## src/rtl/bpu_pkg.sv

```systemverilog
// Shared decode constants, instruction-trait struct and counter helpers for the
// branch prediction unit.
package bpu_pkg;

    localparam logic [5:0] OP_RTYPE = 6'h00;
    localparam logic [5:0] OP_J     = 6'h02;
    localparam logic [5:0] OP_JAL   = 6'h03;
    localparam logic [5:0] OP_BEQ   = 6'h04;
    localparam logic [5:0] OP_BNE   = 6'h05;
    localparam logic [5:0] FN_JR    = 6'h08;

    typedef struct packed {
        logic is_jr;
        logic is_branch;
        logic is_jal;
        logic is_jmp;
    } traits_t;

    // Weakly not-taken: MSB clear, one step below the taken threshold.
    function automatic int counter_init(input int cbits);
        return (1 << (cbits - 1)) - 1;
    endfunction

endpackage

```

## src/rtl/instr_decode.sv

```systemverilog
// Control-flow trait decoder; purely combinational, one copy per pipe stage.
module instr_decode
    import bpu_pkg::*;
(
    input  logic [31:0] instr,
    output traits_t     traits
);

    logic [5:0]  op;
    logic [5:0]  fn;
    logic [19:0] unused_fields;

    assign op            = instr[31:26];
    assign fn            = instr[5:0];
    assign unused_fields = instr[25:6];

    always_comb begin
        traits           = '0;
        traits.is_jr     = (op == OP_RTYPE) && (fn == FN_JR);
        traits.is_branch = (op == OP_BEQ) || (op == OP_BNE);
        traits.is_jal    = (op == OP_JAL);
        traits.is_jmp    = (op == OP_J);
    end

endmodule

```

## src/rtl/branch_predict_unit.sv

```systemverilog
// Fetch-stage next-PC predictor: direct-mapped BTB with saturating counters and
// an optional circular return-address stack, trained from EX.
module branch_predict_unit
    import bpu_pkg::*;
#(
    parameter int ENTRIES   = 64,
    parameter int CBITS     = 2,
    parameter int TAG_BITS  = 8,
    parameter int RAS_DEPTH = 4
) (
    input  logic        clk,
    input  logic        resetn,
    input  logic [31:0] lookup_pc,
    input  logic [31:0] lookup_instr,
    output logic        pred_taken,
    output logic [31:0] pred_target,
    input  logic        update_valid,
    input  logic [31:0] update_pc,
    input  logic [31:0] update_instr,
    input  logic        update_taken,
    input  logic [31:0] update_target,
    input  logic        flush
);

    localparam int              IDX  = $clog2(ENTRIES);
    localparam logic [CBITS-1:0] INIT = CBITS'(counter_init(CBITS));
    localparam logic [CBITS-1:0] CMAX = '1;

    logic [ENTRIES-1:0]  valid_q;
    logic [TAG_BITS-1:0] tag_q [ENTRIES];
    logic [CBITS-1:0]    ctr_q [ENTRIES];
    logic [31:0]         tgt_q [ENTRIES];

    traits_t lt, ut;
    instr_decode u_dec_lookup (.instr(lookup_instr), .traits(lt));
    instr_decode u_dec_update (.instr(update_instr), .traits(ut));

    logic [IDX-1:0]      l_idx, u_idx;
    logic [TAG_BITS-1:0] l_tag, u_tag;
    logic                l_hit, u_hit;
    logic [31:0]         pc4;

    assign l_idx = lookup_pc[IDX+1:2];
    assign l_tag = lookup_pc[IDX+TAG_BITS+1:IDX+2];
    assign u_idx = update_pc[IDX+1:2];
    assign u_tag = update_pc[IDX+TAG_BITS+1:IDX+2];
    assign l_hit = valid_q[l_idx] && (tag_q[l_idx] == l_tag);
    assign u_hit = valid_q[u_idx] && (tag_q[u_idx] == u_tag);
    assign pc4   = lookup_pc + 32'd4;

    logic        ras_valid;
    logic [31:0] ras_top;
    logic        ras_push, ras_pop;
    logic        upd_en;
    logic        unused_upd;

    assign upd_en     = update_valid && !flush;
    assign ras_push   = upd_en && ut.is_jal;
    assign ras_pop    = upd_en && ut.is_jr;
    assign unused_upd = ^{update_pc, ut.is_jmp};

    always_comb begin
        pred_taken  = 1'b0;
        pred_target = pc4;
        if (lt.is_jmp || lt.is_jal) begin
            pred_taken  = 1'b1;
            pred_target = {pc4[31:28], lookup_instr[25:0], 2'b00};
        end else if (lt.is_branch) begin
            if (l_hit && ctr_q[l_idx][CBITS-1]) begin
                pred_taken  = 1'b1;
                pred_target = tgt_q[l_idx];
            end
        end else if (lt.is_jr) begin
            if (ras_valid) begin
                pred_taken  = 1'b1;
                pred_target = ras_top;
            end else if (l_hit) begin
                pred_taken  = 1'b1;
                pred_target = tgt_q[l_idx];
            end
        end
    end

    // Flush drops valid bits only; counters and targets survive for re-allocation.
    always_ff @(posedge clk or negedge resetn) begin
        if (!resetn) begin
            valid_q <= '0;
            for (int i = 0; i < ENTRIES; i++) begin
                tag_q[i] <= '0;
                ctr_q[i] <= INIT;
                tgt_q[i] <= '0;
            end
        end else if (flush) begin
            valid_q <= '0;
        end else if (update_valid) begin
            if (ut.is_branch) begin
                if (u_hit) begin
                    if (update_taken) begin
                        if (ctr_q[u_idx] != CMAX) ctr_q[u_idx] <= ctr_q[u_idx] + 1'b1;
                        tgt_q[u_idx] <= update_target;
                    end else if (ctr_q[u_idx] != '0) begin
                        ctr_q[u_idx] <= ctr_q[u_idx] - 1'b1;
                    end
                end else begin
                    valid_q[u_idx] <= 1'b1;
                    tag_q[u_idx]   <= u_tag;
                    ctr_q[u_idx]   <= update_taken ? INIT + 1'b1 : INIT;
                    tgt_q[u_idx]   <= update_target;
                end
            end else if (ut.is_jr) begin
                valid_q[u_idx] <= 1'b1;
                tag_q[u_idx]   <= u_tag;
                tgt_q[u_idx]   <= update_target;
            end
        end
    end

    generate
        if (RAS_DEPTH > 0) begin : g_ras
            localparam int PW = (RAS_DEPTH > 1) ? $clog2(RAS_DEPTH) : 1;
            localparam int CW = $clog2(RAS_DEPTH + 1);

            logic [31:0]   mem_q [RAS_DEPTH];
            logic [PW-1:0] top_q, top_inc, top_dec;
            logic [CW-1:0] cnt_q;

            assign top_inc   = (top_q == PW'(RAS_DEPTH - 1)) ? '0 : top_q + 1'b1;
            assign top_dec   = (top_q == '0) ? PW'(RAS_DEPTH - 1) : top_q - 1'b1;
            assign ras_valid = (cnt_q != '0);
            assign ras_top   = mem_q[top_q];

            // A push on a full stack lands on the oldest slot; count saturates.
            always_ff @(posedge clk or negedge resetn) begin
                if (!resetn) begin
                    top_q <= '0;
                    cnt_q <= '0;
                    for (int i = 0; i < RAS_DEPTH; i++) mem_q[i] <= '0;
                end else if (flush) begin
                    cnt_q <= '0;
                end else if (ras_push) begin
                    top_q          <= top_inc;
                    mem_q[top_inc] <= update_pc + 32'd4;
                    if (cnt_q != CW'(RAS_DEPTH)) cnt_q <= cnt_q + 1'b1;
                end else if (ras_pop && ras_valid) begin
                    top_q <= top_dec;
                    cnt_q <= cnt_q - 1'b1;
                end
            end
        end else begin : g_no_ras
            logic unused_ras;
            assign ras_valid  = 1'b0;
            assign ras_top    = '0;
            assign unused_ras = ^{ras_push, ras_pop};
        end
    endgenerate

endmodule

```

## config.mk

```make
export PLATFORM = sky130hd
export DESIGN_NAME = branch_predict_unit
export DESIGN_NICKNAME = d
export VERILOG_FILES = /design/src/rtl/bpu_pkg.sv /design/src/rtl/instr_decode.sv /design/src/rtl/branch_predict_unit.sv
export SDC_FILE = /design/constraint.sdc
export NUM_CORES = 2
export LEC_CHECK = 0
export CAP_MARGIN = 20
export CORE_MARGIN = 2
export CORE_UTILIZATION = 44
export DETAILED_ROUTE_END_ITERATION = 12
export HOLD_SLACK_MARGIN = 0.12
export SETUP_SLACK_MARGIN = 0.02
export SKIP_LAST_GASP = 1
export SLEW_MARGIN = 20
export SYNTH_ARGS = -nofsm -noshare
export SYNTH_HDL_FRONTEND = slang
export SYNTH_SLANG_ARGS = --single-unit
```

## constraint.sdc

```tcl
create_clock -name clk -period 8.5 [get_ports clk]
set_input_delay 2.125 -clock clk [delete_from_list [all_inputs] [get_ports clk]]
set_output_delay 2.125 -clock clk [all_outputs]
set_load 0.01 [all_outputs]
```

Word-level counts from Yosys, hierarchy flattened. Cells that the tools add are included.

Flip-flop bits (word level): 2885. Output and inout bits: 33. Word-level logic and storage cells: 350.

Add/sub/neg operators: 8. Bitwise logic cells: 6. Equality and inequality tests: 20. Reduce and logical (&&, ||, !) cells: 33. Magnitude comparators: 9. Multiplexer cells: 75.

Operators with widths (number): $mux W2048 (4); $bwmux W2048 (1); $mux W512 (3); $bwmux W128 (4); $bwmux W512 (1); $mux W128 (4); $mux W32 (12); $mux W64 (5); $bmux W32 S6 (1); $demux W32 S6 (1); $bmux W8 S6 (2); $add A32 B3 Y32 const B (2); $bmux W32 S2 (1); $demux W32 S2 (1); $or A64 B64 Y64 (1); $demux W8 S6 (1); $mux W8 (5); $bmux W2 S6 (2); $eq A6 B3 Y1 const B (4); $mux W2 (10); $eq A6 B2 Y1 const B (3); $eq A8 B8 Y1 (2); $ge A7 B7 Y1 const B (2); $lt A6 B7 Y1 const B (2); 32 further kinds (77).

Depth between registers and ports, before layout.
Depth in word-level cells: 11. Gate-level depth with buffers: 22. Depth with buffers taken out: 13.

Cells and area by module. Synthesis repeated with hierarchy kept, for this count alone.

Cell total of the unflattened synthesis: 9712. Area total of the unflattened synthesis: 141007.7 um^2.

Modules (own cells, without submodules): branch_predict_unit (instances 1, sequential area each 72274.3 um^2, area each 140885.1 um^2, cells each 9696); instr_decode (instances 2, sequential area each 0.0 um^2, area each 61.3 um^2, cells each 8).

Worst setup path after synthesis. Ideal clock, no wire load.

Path type: input to output. Start point: input port lookup_pc[2]. End point: output port pred_target[29]. Slack: -0.070 ns. Stages: 13. Path buffers: 8. Arrival: 6.445 ns. Cells stage by stage: buf_2 buf_2 buf_4 buf_2 buf_2 buf_1 buf_1 buf_2 mux4_2 mux4_2 mux4_2 mux2i_1 a21oi_1.

Word-level cells in the longest chain between the ends: 11. Elaborated cells on any way between the ends: 22. Classes of those cells: add/sub: 1; eq/ne: 1; mux: 17; bitwise: 1; reduce/logical: 2.

RTL lines: start, declared (line branch_predict_unit.sv:13) `input logic [31:0] lookup_pc,`; $not A6 Y7 (not written as such); $bmux W8 S6 (line branch_predict_unit.sv:47) `assign l_hit = valid_q[l_idx] && (tag_q[l_idx] == l_tag);`; $mux W8 (not written as such) (2 in a row) (line branch_predict_unit.sv:47); $eq A8 B8 Y1 (line branch_predict_unit.sv:47); $logic_and A1 B1 Y1 (line branch_predict_unit.sv:47); $mux W32 (line branch_predict_unit.sv:77) `end else if (l_hit) begin`; $mux W32 (line branch_predict_unit.sv:74) `if (ras_valid) begin`; $mux W32 (line branch_predict_unit.sv:73) `end else if (lt.is_jr) begin`; $mux W32 (line branch_predict_unit.sv:68) `end else if (lt.is_branch) begin`; $mux W32 * (line branch_predict_unit.sv:65) `if (lt.is_jmp || lt.is_jal) begin`; end, declared (line branch_predict_unit.sv:16) `output logic [31:0] pred_target,`.

Every way passes the cells marked *; elsewhere a longest branch is shown, timed or not. The select of a mux whose other input is x is not followed.

Worst setup path after layout.
Start point: input port lookup_pc[2]. End point: output port pred_target[2].

Word-level cells in the longest chain between the ends: 11. Elaborated cells on any way between the ends: 22. Classes of those cells: add/sub: 1; eq/ne: 1; mux: 17; bitwise: 1; reduce/logical: 2.

RTL lines (line): $not A6 Y7 (not written as such); $bmux W8 S6 (branch_predict_unit.sv:47); $mux W8 (not written as such) (2 in a row) (branch_predict_unit.sv:47); $eq A8 B8 Y1 (branch_predict_unit.sv:47); $logic_and A1 B1 Y1 (branch_predict_unit.sv:47); $mux W32 (branch_predict_unit.sv:77); $mux W32 (branch_predict_unit.sv:74); $mux W32 (branch_predict_unit.sv:73); $mux W32 * (branch_predict_unit.sv:68); $mux W32 * (branch_predict_unit.sv:65).

Marks and branches as above.

==> results.cfg <==
[sta]
fmaxAchievable_mhz = 118
slew_violations = 0
fin_tns_setup_ns = -0.00505
tightest_slew_ns = 1.15
setup_viol = 1
timing.final.ws_setup_ns = -0.00505
period_minus_slack_ns = 8.51
max_slew_margin_pct = 22.8
worst_clock_skew_ns = 0.105
final-hold-violation-count = 0
fin_crit_sh_pct = 100
grt_setup_unrepaired = yes

[global_routing]
grt_pass1_vias = 91103
grt_pass1_wl_mm = 638
grt_max_degree = 199
antenna_found_initial = 40
grt.total_usage_pct = 27.0
grt_overflow = 0

[synth]
netlist_instances = 9298
ys_ff_latch = 2885
synth_area_leaders = dfrtp_1, mux2_1, mux4_2
synth.top_cells.by_count = dfrtp_1, mux2_1, mux2_2, mux4_2, clkbuf_1
avgSynthCellArea_um2 = 14.9
synth_seq_area_share_pct = 52.1
post-synth-top-count-cell = dfrtp_1
netlist_area_um2 = 139000
synth_ff_type = dfrtp_1
synth_top_cell_by_area = dfrtp_1
synth_nets = 9474
ys_warn_count = 0
async_reset_ff_share_pct = 100
synth_edf_count = 0
yosys.area.top_type_share_pct = 50.9
synth_cell_type_count = 77

[layout]
drive_gt1_share_pct = 32.1
area_growth_pct = 14.6
final_cells = 13842
utilization_pct = 50.6
final_nets = 9587

[setup_path]
rr_endpoint = tgt_q[633]
critPathRequiredTime_ns = 6.38
slowest_delay_ns = 0.58
cp-end-kind = output port
r2r_slack_ns = 3.23
path_buf_inv = 6
critPathCapture = pred_target[2]
critical_path_depth = 16
cp-start-kind = input pin
critical_path_arrival_ns = 6.38
r2r_cells = 13
worstPathMaxFanout = 8
startpoint = lookup_pc[2]
r2r_start = tag_q[399]
crit_type = in2out
cp_slowest_cell = or4_1
crit_top_cell = buf_4
cp_cell_sequence = buf_16 > buf_4 > mux4_2 > mux2_2 > a21oi_2 > a311oi_2 > or4_1 > and4b_1 > nand4_1 > buf_4 > bufbuf_16 > buf_4 > mux2_2 > a21oi_1 > a221o_1 > clkdlybuf4s50_1
cp_top_family = buffers and inverters

[pwr]
p_per_area_nw_per_um2 = 187
ir_drop_v = 0.000173
p_int_mw = 22.5
clkPwrFrac_pct = 46.9
p_leak_nw = 76.2
seqPwrFrac_pct = 46.7
finalPower_mw = 29.7
p_sw_mw = 7.16
combPwrFrac_pct = 6.4
sw_frac_of_total_pct = 24.1

[clock_network]
clock_latency_ns = 0.93
cts_root_buf = clkbuf_16
clk_pin_slew_ns = 0.06
cts_tree = yes
clock_path_buffers = 4
clkSinkCount = 2885
holdBufCountCts = 0
cts-htree-levels = 5
cts_buffers = 320

[routing]
dr.pass1.iters = 8
avgRoutedWirePerCell_um = 31.3
via_per_inst = 6.29
post-route-drc-count = 0
ant_nets = 0
vias = 87089
drt_iter0_drc = 8273
wl_mm = 434

[status]
outcome = finished, violations left
violations = negative setup slack

[die]
ios = 198
fp.dieH_um = 566
rows = 206
die_w_um = 566
initial_core_util_pct = 44.1
core_area_um2 = 314000
dieArea_um2 = 320000

[run]
maxCapViolCount = 0

[placement]
io_buffers = 177
gp_congestion = 0.954
dp_hpwl_mm = 273
dp.cells = 13231

[hold_path]
hp-class = reg2reg
==> flip-flops by register name, indices dropped and copies added (netlist names) <==
signal	count
tag_q	512
g_ras.mem_q	128
ctr_q	128
tgt_q	2048
valid_q	64
g_ras.top_q	2
g_ras.cnt_q	3
==> kinds of logic after synthesis <==
logic type      after synthesis  synth area share, %
xor+xnor                     64                0.404
fa+ha+maj                    11                0.105
mux                        3800                 38.1
compound gates              696                 3.35
buf+inv                    1017                 2.98
simple gates                825                 3.00
flops                      2885                 52.1
==> per-stage QoR <==
step / setup WS [ns] / area, um2 / hold WS, ns
floorplan: 0.00984 / 139000 / 0.445
global placement: -0.311 / 148000 / 0.456
detailed placement: -0.290 / 148000 / 0.466
CTS: 0.0158 / 159000 / 0.479
global route: -0.0141 / 159000 / 0.488
finish: -0.00505 / 159000 / 0.473
==> worst min path at each step <==
stage	startpoint	end	slack, ns	depth (start not counted)
floorplan	g_ras.mem_q[34]	g_ras.mem_q[34]	0.44	2
global placement	g_ras.mem_q[4]	g_ras.mem_q[4]	0.46	2
global route	tgt_q[934]	tgt_q[934]	0.49	1
CTS	g_ras.mem_q[53]	g_ras.mem_q[53]	0.48	2
detailed placement	g_ras.mem_q[53]	g_ras.mem_q[53]	0.47	2
finish	g_ras.mem_q[53]	g_ras.mem_q[53]	0.47	2
==> worst reg2reg max path: stages (launching register included) <==
cell and delay [ns]:
dfrtp_1 0.40, mux2_1 0.30, a221oi_1 0.29, o221ai_1 0.25, a2111oi_0 0.71, a21oi_1 0.15
or4_1 0.55, or4_1 0.77, o41ai_4 0.36, buf_12 0.23, buf_12 0.25, nor3_2 0.19
buf_12 0.29, mux2_1 0.42
==> what timing repair did <==
item                                    4_1_cts  5_1_grt
endpoints found under the setup margin       23       33
setup buffers                                 5        4
gates cloned                                  3        5
pin swaps                                     1        2
resized for setup                            13       25
==> final cells by class <==
type | count | area (um2)
multi-input combinational | 5396 | 62900
tap | 4160 | 5200
clock buffer | 490 | 9590
antenna | 19 | 47.5
clock inverter | 84 | 972
fill | 26070 | 155000
inverter | 88 | 340
timing repair buffer | 720 | 7700
sequential | 2885 | 72300
==> layout by cell type, fill, tap and decap left out, types with 133 or more instances in the layout <==
cell          n
buf_12      133
buf_4       409
clkbuf_16   332
dfrtp_1    2820
mux2_1     1839
mux2_2      915
mux2i_1     133
mux4_2      909
nand2_1     272
o21ai_0     243
==> per-layer routing <==
metal | vias to the layer above | wire [um] | GRT usage, %
li1 | 35412 | - | -
met1 | 47646 | 190000 | 38.7
met2 | 3217 | 197000 | 41.6
met3 | 796 | 33200 | 5.58
met4 | 18 | 14100 | 8.03
met5 | - | 126 | 0
==> power groups by stage <==
stage	logic, mW	clock network [mW]	registers (mW)
floorplan	0.885	0	14.1
global placement	1.83	0	14.1
detailed placement	1.86	0	14.1
CTS	1.88	14.2	13.9
global route	2.02	14.8	13.9
finish	1.89	13.9	13.9
Power figures use the tool's default switching activity.
